[src/rtl/mem_port_arbiter_pkg.sv]
// Shared definitions for the unified memory port arbiter.
//   arb_state_e : arbiter FSM state codes (also exported on dbg_state)
//   MEM_W_*     : Mem_DcacheWidth encodings
package mem_port_arbiter_pkg;

  // ARB_ERR_D is the one-cycle response slot for a misaligned data access.
  // No bus transaction is issued on that path.
  typedef enum logic [2:0] {
    ARB_IDLE  = 3'd0,
    ARB_REQ_I = 3'd1,
    ARB_REQ_D = 3'd2,
    ARB_RSP_I = 3'd3,
    ARB_RSP_D = 3'd4,
    ARB_ERR_D = 3'd5
  } arb_state_e;

  localparam logic [1:0] MEM_W_BYTE = 2'b00;
  localparam logic [1:0] MEM_W_HALF = 2'b01;
  localparam logic [1:0] MEM_W_WORD = 2'b10;

endpackage

[src/rtl/mem_port_arbiter_be_gen.sv]
// mem_be_gen: combinational byte-enable / store-lane generator.
//   width    in  access width (MEM_W_*)
//   addr_lo  in  byte offset within the word
//   data     in  LSB-justified store data
//   be       out byte enables for the bus word
//   wdata    out store data replicated across all lanes
//   misalign out access crosses its natural alignment (or width code unused)
module mem_be_gen
  import mem_port_arbiter_pkg::*;
#(
  parameter int DATA_WIDTH = 32
) (
  input  logic [1:0]            width,
  input  logic [1:0]            addr_lo,
  input  logic [DATA_WIDTH-1:0] data,
  output logic [3:0]            be,
  output logic [DATA_WIDTH-1:0] wdata,
  output logic                  misalign
);

  always_comb begin
    be       = 4'b0000;
    wdata    = data;
    misalign = 1'b0;
    case (width)
      MEM_W_BYTE: begin
        be    = 4'b0001 << addr_lo;
        wdata = {(DATA_WIDTH/8){data[7:0]}};
      end
      MEM_W_HALF: begin
        be       = 4'b0011 << addr_lo;
        wdata    = {(DATA_WIDTH/16){data[15:0]}};
        misalign = addr_lo[0];
      end
      MEM_W_WORD: begin
        be       = 4'b1111;
        misalign = (addr_lo != 2'b00);
      end
      // The unused width code is reported as an error rather than guessed at.
      default: misalign = 1'b1;
    endcase
  end

endmodule

[src/rtl/mem_port_arbiter.sv]
// mem_port_arbiter: shares one memory bus port between instruction fetch
// and Mem-stage data accesses, one transaction outstanding at a time.
// Data wins over fetch; a saturating starvation counter forces a fetch
// grant after STARVE_MAX consecutive data grants with fetch waiting.
//   If_*      fetch side: level request, kill/redirect, one-cycle valid
//   Mem_*     data side: level request, width/address/store data
//   D_*       data response: one-cycle valid, raw word, error flag
//   *_StallReq stall requests towards pipeline control
//   Bus_*     unified bus: request/grant address phase, rvalid response
//   dbg_state current FSM state
//
// Bus handshake: Bus_Req is held with Bus_Addr/We/Be/Wdata stable from the
// first REQ cycle until the cycle Bus_Gnt is high; that cycle transfers the
// address phase and a request is never withdrawn. Bus_Rvalid arrives at
// least one cycle after Bus_Gnt, is a one-cycle pulse, and Bus_Err/Rdata
// are only meaningful with it.
module mem_port_arbiter
  import mem_port_arbiter_pkg::*;
#(
  parameter int ADDR_WIDTH = 32,
  parameter int DATA_WIDTH = 32,
  parameter int STARVE_MAX = 4,
  parameter int CNT_W      = 3
) (
  input  logic                  clk,
  input  logic                  rst_n,
  input  logic                  If_Req,
  input  logic [ADDR_WIDTH-1:0] If_Addr,
  input  logic                  If_Kill,
  output logic                  If_Valid,
  output logic [DATA_WIDTH-1:0] If_Rdata,
  output logic                  Icache_StallReq,
  input  logic                  Mem_DcacheEN,
  input  logic                  Mem_DcacheRd,
  input  logic [1:0]            Mem_DcacheWidth,
  input  logic [ADDR_WIDTH-1:0] Mem_DcacheAddr,
  input  logic [DATA_WIDTH-1:0] EXMem_Rs2Data,
  output logic                  D_Valid,
  output logic [DATA_WIDTH-1:0] D_Rdata,
  output logic                  D_Err,
  output logic                  Dcache_StallReq,
  output logic                  Bus_Req,
  output logic                  Bus_We,
  output logic [ADDR_WIDTH-1:0] Bus_Addr,
  output logic [3:0]            Bus_Be,
  output logic [DATA_WIDTH-1:0] Bus_Wdata,
  input  logic                  Bus_Gnt,
  input  logic                  Bus_Rvalid,
  input  logic [DATA_WIDTH-1:0] Bus_Rdata,
  input  logic                  Bus_Err,
  output arb_state_e            dbg_state
);

  localparam logic [CNT_W-1:0]      STARVE_LIM = CNT_W'(STARVE_MAX);
  localparam logic [ADDR_WIDTH-1:0] WORD_MASK  = ~ADDR_WIDTH'(3);

  arb_state_e            state, state_d;
  logic [CNT_W-1:0]      starve_cnt, starve_cnt_d;
  logic                  kill_pend, kill_pend_d;
  logic [ADDR_WIDTH-1:0] addr_q, addr_d;
  logic                  we_q, we_d;
  logic [3:0]            be_q, be_d;
  logic [DATA_WIDTH-1:0] wdata_q, wdata_d;

  logic [3:0]            gen_be;
  logic [DATA_WIDTH-1:0] gen_wdata;
  logic                  gen_mis;
  logic                  i_forced, pick_d, pick_i, d_done;

  mem_be_gen #(.DATA_WIDTH(DATA_WIDTH)) u_be_gen (
    .width    (Mem_DcacheWidth),
    .addr_lo  (Mem_DcacheAddr[1:0]),
    .data     (EXMem_Rs2Data),
    .be       (gen_be),
    .wdata    (gen_wdata),
    .misalign (gen_mis)
  );

  // Fetch is forced once it has watched STARVE_MAX data grants go by.
  // A killed fetch is not granted, even when forced.
  assign i_forced = If_Req & (starve_cnt == STARVE_LIM);
  assign pick_d   = Mem_DcacheEN & ~i_forced;
  assign pick_i   = ~pick_d & If_Req & ~If_Kill;

  always_comb begin
    state_d      = state;
    starve_cnt_d = starve_cnt;
    kill_pend_d  = kill_pend;
    addr_d       = addr_q;
    we_d         = we_q;
    be_d         = be_q;
    wdata_d      = wdata_q;
    case (state)
      ARB_IDLE: begin
        kill_pend_d = 1'b0;
        if (!If_Req) starve_cnt_d = '0;
        if (pick_d) begin
          if (If_Req && (starve_cnt != STARVE_LIM))
            starve_cnt_d = starve_cnt + CNT_W'(1);
          if (gen_mis) begin
            state_d = ARB_ERR_D;
          end else begin
            state_d = ARB_REQ_D;
            addr_d  = Mem_DcacheAddr & WORD_MASK;
            we_d    = ~Mem_DcacheRd;
            be_d    = gen_be;
            wdata_d = gen_wdata;
          end
        end else if (pick_i) begin
          state_d      = ARB_REQ_I;
          starve_cnt_d = '0;
          addr_d       = If_Addr & WORD_MASK;
          we_d         = 1'b0;
          be_d         = 4'b1111;
          wdata_d      = '0;
        end
      end
      ARB_REQ_I: begin
        if (If_Kill) kill_pend_d = 1'b1;
        if (Bus_Gnt) state_d = ARB_RSP_I;
      end
      ARB_RSP_I: begin
        if (If_Kill) kill_pend_d = 1'b1;
        if (Bus_Rvalid) state_d = ARB_IDLE;
      end
      ARB_REQ_D: if (Bus_Gnt) state_d = ARB_RSP_D;
      ARB_RSP_D: if (Bus_Rvalid) state_d = ARB_IDLE;
      ARB_ERR_D: state_d = ARB_IDLE;
      default:   state_d = ARB_IDLE;
    endcase
  end

  always_ff @(posedge clk or negedge rst_n) begin
    if (!rst_n) begin
      state      <= ARB_IDLE;
      starve_cnt <= '0;
      kill_pend  <= 1'b0;
      addr_q     <= '0;
      we_q       <= 1'b0;
      be_q       <= 4'b0000;
      wdata_q    <= '0;
    end else begin
      state      <= state_d;
      starve_cnt <= starve_cnt_d;
      kill_pend  <= kill_pend_d;
      addr_q     <= addr_d;
      we_q       <= we_d;
      be_q       <= be_d;
      wdata_q    <= wdata_d;
    end
  end

  assign Bus_Req   = (state == ARB_REQ_I) | (state == ARB_REQ_D);
  assign Bus_We    = we_q;
  assign Bus_Addr  = addr_q;
  assign Bus_Be    = be_q;
  assign Bus_Wdata = wdata_q;

  // A kill in the response cycle itself drops the response as well.
  assign If_Valid = (state == ARB_RSP_I) & Bus_Rvalid & ~kill_pend & ~If_Kill;
  assign If_Rdata = If_Valid ? Bus_Rdata : '0;

  assign d_done  = (state == ARB_RSP_D) & Bus_Rvalid;
  assign D_Valid = d_done | (state == ARB_ERR_D);
  assign D_Err   = (d_done & Bus_Err) | (state == ARB_ERR_D);
  assign D_Rdata = d_done ? Bus_Rdata : '0;

  // Stall requests are gated by reset so every output is quiet while held.
  assign Icache_StallReq = rst_n & If_Req & ~If_Valid & ~If_Kill;
  assign Dcache_StallReq = rst_n & Mem_DcacheEN & ~D_Valid;

  assign dbg_state = state;

endmodule

[config.mk]
export PLATFORM = sky130hd
export DESIGN_NAME = mem_port_arbiter
export DESIGN_NICKNAME = d
export VERILOG_FILES = /design/src/rtl/mem_port_arbiter_pkg.sv /design/src/rtl/mem_port_arbiter_be_gen.sv /design/src/rtl/mem_port_arbiter.sv
export SDC_FILE = /design/constraint.sdc
export NUM_CORES = 1
export LEC_CHECK = 0
export CAP_MARGIN = 5
export CORE_UTILIZATION = 37
export DETAILED_ROUTE_END_ITERATION = 16
export DONT_BUFFER_PORTS = 1
export MAX_ROUTING_LAYER = met4
export PLACE_DENSITY = 0.58
export SETUP_SLACK_MARGIN = 0.15
export SLEW_MARGIN = 20
export SYNTH_ARGS = -nofsm -noshare
export SYNTH_HDL_FRONTEND = slang
export SYNTH_HIERARCHICAL = 1
export SYNTH_SLANG_ARGS = --single-unit
[constraint.sdc]
create_clock -name clk -period 2.21 [get_ports clk]
set_input_delay 0.1105 -clock clk [delete_from_list [all_inputs] [get_ports clk]]
set_output_delay 0.1105 -clock clk [all_outputs]
set_load 0.005 [all_outputs]
# ---- Word level (Yosys, flattened, before mapping)
# Cells that the tools add are included.
# W data, S select, Z words.
dict set report classes {
  add_sub_neg 1
  n_mul 0
  n_div 0
  n_lt_le_gt_ge 0
  n_eq_ne 15
  shifts 2
  n_mux 30
  n_bitwise 24
  n_reduce_logical 11
}
# cell n
set op_table {}
lappend op_table {{$mux W32} 8}
lappend op_table {{$pmux W32 S2} 1}
lappend op_table {{$mux W3} 10}
lappend op_table {{$and A1 B1 Y1} 14}
lappend op_table {{$mux W4} 3}
lappend op_table {{$pmux W3 S4} 1}
lappend op_table {{$pmux W4 S3} 1}
lappend op_table {{$eq A3 B3 Y1 const B} 3}
lappend op_table {{$not A1 Y1} 7}
lappend op_table {{$eq A3 B2 Y1 const B} 2}
lappend op_table {{$ne A2 B2 Y1 const B} 3}
lappend op_table {{$ne A3 B3 Y1 const B} 2}
lappend op_table {{$reduce_bool A2 Y1} 3}
lappend op_table {{$mux W1} 4}
lappend op_table {{$ne A2 B1 Y1 const B} 2}
lappend op_table {{$reduce_and A4 Y1} 1}
lappend op_table {{$reduce_or A2 Y1} 2}
lappend op_table {{$shl A1 B2 Y4 const A} 1}
lappend op_table {{$shl A2 B2 Y4 const A} 1}
lappend op_table {{$add A3 B1 Y3 const B} 1}
lappend op_table {{$eq A3 B1 Y1 const B} 1}
lappend op_table {{$logic_not A3 Y1} 1}
lappend op_table {{$or A1 B1 Y1} 3}
lappend op_table {{$pmux W1 S3} 1}
lappend op_table {{other kinds (7)} 7}
dict set report word_totals {
  regBits 76
  latchBits 0
  mem_bits_rw 0
  romBits 0
  in_bits 139
  output_inout_bits 142
  word_cells 90
  mem_count 0
}

# ---- Longest topological paths before layout
dict set report depth {
  depth_word 10
  mapped_depth 9
  depth_no_buf 6
}

# ---- By module
# The synthesis kept the hierarchy.
# mod n_inst cells_per_inst area_per_inst_um2 seq_area_each_um2
set modules_own_cells {}
lappend modules_own_cells {mem_port_arbiter 1 333 3818.7 1851.8}
lappend modules_own_cells {mem_be_gen 1 66 614.3 0.0}

# ---- Worst setup path before layout
# Ideal clock, no wire load.
dict set report synth_timing {
  kind {reg2reg}
  startpoint {register starve_cnt[0]}
  endpoint {register addr_q[10] (netlist: Bus_Addr[10])}
  setup_time_ps 125
  t_arrival_ps 1688
  required_ps 2085
  setup_slack_ps 397
  stages_incl_launch_ff 8
  path_buffers 1
  synth_period_minus_slack_ps 1813
  path_cell_list {dfrtp_1 inv_1 ha_1 nand3_1 nand2_1 buf_2 mux2_2 mux2_2}
}
dict set report synth_via {
  elab_chain_cells 9
  word_cells_on_any_way 11
  cone_classes {eq/ne (2); mux (1); bitwise (6); reduce/logical (2)}
}
# item line
set synth_rtl {}
lappend synth_rtl {{start: declaration} mem_port_arbiter.sv:58} ;# logic [CNT_W-1:0] starve_cnt, starve_cnt_d;
lappend synth_rtl {{start signal: assignment} mem_port_arbiter.sv:144} ;# starve_cnt <= starve_cnt_d;
lappend synth_rtl {{$eq A3 B3 Y1 *} mem_port_arbiter.sv:81} ;# assign i_forced = If_Req & (starve_cnt == STARVE_LIM);
lappend synth_rtl {{$and A1 B1 Y1 *} mem_port_arbiter.sv:81}
lappend synth_rtl {{$not A1 Y1 *} mem_port_arbiter.sv:82} ;# assign pick_d = Mem_DcacheEN & ~i_forced;
lappend synth_rtl {{$and A1 B1 Y1 *} mem_port_arbiter.sv:82}
lappend synth_rtl {{$not A1 Y1} mem_port_arbiter.sv:83} ;# assign pick_i = ~pick_d & If_Req & ~If_Kill;
lappend synth_rtl {{$and A1 B1 Y1 (2 in series)} mem_port_arbiter.sv:83}
lappend synth_rtl {{$reduce_bool A2 Y1 (no source line)} --}
lappend synth_rtl {{$reduce_and A3 Y1 (no source line)} --}
lappend synth_rtl {{end signal: assignment} mem_port_arbiter.sv:146} ;# addr_q <= addr_d;
lappend synth_rtl {{end: declaration} mem_port_arbiter.sv:60} ;# logic [ADDR_WIDTH-1:0] addr_q, addr_d;
# Every way passes the cells marked *; elsewhere a longest branch is shown, timed or not.
# A chain may end at the register's enable or synchronous reset.

# ---- Final worst setup path
dict set report layout_timing {
  startpoint {register starve_cnt[0]}
  endpoint {register addr_q[28] (netlist: Bus_Addr[28])}
}
# Same word-level chain as after synthesis.

==> impl_metrics.env <==
export IMPL_status="finished, violations left"
export IMPL_violations="DRC"
export IMPL_finalSetupViolCount=0
export IMPL_fin_nets=544
export IMPL_row_count=39
export IMPL_fill_cells=1093
export IMPL_root_buffer="clkbuf_16"
export IMPL_crit_path_cell_trace="inv_1, ha_2, nand3_1, nand2_1, buf_12, mux2_2, mux2_2"
export IMPL_synth_cell_types=51
export IMPL_critical_path_class="flop to flop"
export IMPL_placedInstanceArea_sq_um=4470
export IMPL_finalCritPeriodShare_pct=89.0
export IMPL_synth_edf_count=0
export IMPL_rsz0062_at_grt="true"
export IMPL_grt_use_total_pct=18.8
export IMPL_die_area_sq_um=12400
export IMPL_syn_inst=399
export IMPL_p_int_w=0.00386
export IMPL_cts_htree_levels=3
export IMPL_drtIter0Drc=195
export IMPL_die_w_um=111
export IMPL_p_switching_w=0.00195
export IMPL_tritoncts="yes"
export IMPL_slew_violations=0
export IMPL_drive_gt1_share_pct=28.9
export IMPL_holdWs_ns=0.0116
export IMPL_ys_seq_elements=74
export IMPL_synthArstFlopShare_pct=100
export IMPL_power_density_nw_per_um2=1150
export IMPL_grt_max_degree=75
export IMPL_die_y_um=111
export IMPL_cts_sinks=74
export IMPL_synth_main_ff_cell="dfrtp_1"
export IMPL_holdCritPathClass="primary input to flop"
export IMPL_p_leak_nw=2.26
export IMPL_yosys_area_share_xor_xnor_pct=0.198
export IMPL_routed_via_density=5.69
export IMPL_critPathLaunchType="flop"
export IMPL_cap_violations=0
export IMPL_finalSetupTns_ns=0
export IMPL_ys_seq_area_share_pct=41.8
export IMPL_critPathMaxStageDelay_ns=0.38
export IMPL_drc=15
export IMPL_overflow=0
export IMPL_final_cell_mix="dfrtp_1, mux2_2, and2_1"
export IMPL_numPortBuffers=0
export IMPL_globalplace_congestion=0.861
export IMPL_timing_fmax_ghz=0.508
export IMPL_dr_pass1_iters=12
export IMPL_synthMuxAreaShare_pct=22.7
export IMPL_combPwrFrac_pct=33.2
export IMPL_finalPower_w=0.00581
export IMPL_p_clk_share_pct=23.4
export IMPL_final_area_sq_um=5060
export IMPL_final_common_cell="dfrtp_1"
export IMPL_crit_path_top_delay_cell="dfrtp_1"
export IMPL_syn_cell_area_sq_um=4430
export IMPL_hold_end="Bus_Be[3]$_DFFE_PN0P_"
export IMPL_r2r_start="starve_cnt[0]$_DFFE_PN0P_"
export IMPL_clock_latency_ns=0.34
export IMPL_vdd_ir_drop_worst_uv=530
export IMPL_wl_per_cell_um=21.7
export IMPL_r2r_end="Bus_Addr[28]$_DFFE_PN0P_"
export IMPL_min_period_ns=1.97
export IMPL_ant_nets=0
export IMPL_post_route_util_pct=43.8
export IMPL_synth_top_family_by_area="multiplexers"
export IMPL_skew_ns=0.00618
export IMPL_antenna_cells=0
export IMPL_grt_pass1_wl_um=17200
export IMPL_hold_viol_final=0
export IMPL_grt_pass1_vias=3112
export IMPL_syn_to_final_growth_pct=14.3
export IMPL_cts_inserted_buffers=9
export IMPL_coreArea_sq_um=11600
export IMPL_vias=3133
export IMPL_seqPwrFrac_pct=43.3
export IMPL_path_clk_slew_ns=0.06
export IMPL_antenna_found_initial=0
export IMPL_worstHoldPathCells=3
export IMPL_cp_common_cell="mux2_2"
export IMPL_cp_arrival_ns=2.19
export IMPL_p_sw_share_pct=33.6
export IMPL_yosysWarnings=6
export IMPL_dp_hpwl_um=8330
export IMPL_wl_um=12000
export IMPL_io_pins=281
export IMPL_synth_fa_ha_area_share_pct=0.564
export IMPL_clock_path_buffers=2
export IMPL_avgSynthCellArea_sq_um=11.1
export IMPL_synth_compound_area_share_pct=12.3
export IMPL_rrSetupSlack_ns=0.24
export IMPL_critPathCaptureType="flop"
export IMPL_crit_fanout=31
export IMPL_synth_simple_gate_area_share_pct=15.4
export IMPL_hp_start="Mem_DcacheWidth[0]"
export IMPL_required_ns=2.43
export IMPL_worstRegToRegCells=7
export IMPL_initial_utilization_pct=38.3
==> cell usage after synthesis, types with 2 or more instances <==
master	number	area share, %
dfrtp_1	74	42
mux2_2	65	17
and2_1	64	9.0
a22o_1	33	6.5
nand2_1	14	1.2
buf_2	12	1.4
nor2_1	12	1.0
inv_1	11	0.93
mux2_4	11	3.7
buf_4	10	1.7
mux2i_1	10	2.3
clkbuf_1	9	0.76
a21oi_1	7	0.79
buf_6	6	1.5
o21ai_0	6	0.68
o21ai_1	6	0.68
nand2b_1	5	0.71
nor3_1	3	0.34
a31oi_1	2	0.28
and3_1	2	0.28
buf_8	2	0.68
ha_1	2	0.56
nor3b_1	2	0.34
o211ai_1	2	0.34
o22a_1	2	0.40
o2bb2ai_1	2	0.40
==> power groups by stage <==
stage               registers (W)  logic [W]  clock network [W]
floorplan                 0.00238    0.00144                  0
global placement          0.00254    0.00169                  0
detailed placement        0.00255    0.00174                  0
CTS                       0.00253    0.00181            0.00141
global route              0.00259    0.00210            0.00146
finish                    0.00252    0.00193            0.00136
==> stage by stage <==
step | setup WS (ns) | instances
3_5_place_dp | 0.200 | 513
6_report | 0.243 | 551
3_3_place_gp | 0.245 | 513
4_1_cts | 0.190 | 545
2_1_floorplan | 0.397 | 400
5_1_grt | 0.126 | 551
==> worst max-delay path: cells and delay by family (launching register included) <==
| kind | cells | cell delay, ns |
|---|---|---|
| fa+ha+maj | 1 | 0.21 |
| flops | 1 | 0.38 |
| simple gates | 2 | 0.29 |
| buf+inv | 2 | 0.33 |
| mux | 2 | 0.63 |
==> state kept, by name (all words and copies together), names as in the netlist <==
signal,count
Bus_We,1
Bus_Wdata,32
Bus_Be,4
kill_pend,1
starve_cnt,3
dbg_state,3
Bus_Addr,30
==> how the worst max path moves through the flow <==
stage,from,end,depth (start not counted)
2_1_floorplan,starve_cnt[0]$_DFFE_PN0P_,Bus_Addr[10]$_DFFE_PN0P_,7
3_3_place_gp,starve_cnt[0]$_DFFE_PN0P_,Bus_Addr[6]$_DFFE_PN0P_,7
3_5_place_dp,starve_cnt[0]$_DFFE_PN0P_,Bus_Addr[20]$_DFFE_PN0P_,7
4_1_cts,starve_cnt[0]$_DFFE_PN0P_,Bus_Addr[20]$_DFFE_PN0P_,7
5_1_grt,starve_cnt[0]$_DFFE_PN0P_,Bus_Addr[20]$_DFFE_PN0P_,7
6_report,starve_cnt[0]$_DFFE_PN0P_,Bus_Addr[28]$_DFFE_PN0P_,7
==> layout make-up <==
class	count	area, sq um	share of cell area (%)
inverters	11	41.3	0.815
well taps	143	179	3.53
repair buffers	31	405	8.00
flip-flops and latches	74	1850	36.6
multi-input cells	276	2310	45.7
clock inverters	4	26.3	0.519
clock buffers	12	246	4.87
==> repair_timing <==
item                       4_1_cts  5_1_grt
buffers inserted                 0        1
hold buffers                    16        0
hold endpoints to repair        89        0
setup endpoints to repair        0       63
gates resized for setup          0        4
==> layer usage <==
metal  vias up  part of all wire, %  global-route usage (%)
met5         -                    0                       -
met4         0                  2.9                    9.19
met3        17                  8.4                    6.04
met2       168                   52                    32.4
met1      1544                   37                    19.4
li1       1404                    -                       -
==> cells by family (layout without fill, tap and decap cells) <==
logic type	after synthesis	after routing
AND/OR/NAND/NOR	113	113
multiplexers	87	87
flip-flops	74	74
AO/OA/AOI/OAI	71	71
buffers and inverters	50	58
adder cells (fa/ha/maj)	2	2
other	1	2
XOR/XNOR	1	1
(Power assumes the default switching activity.)
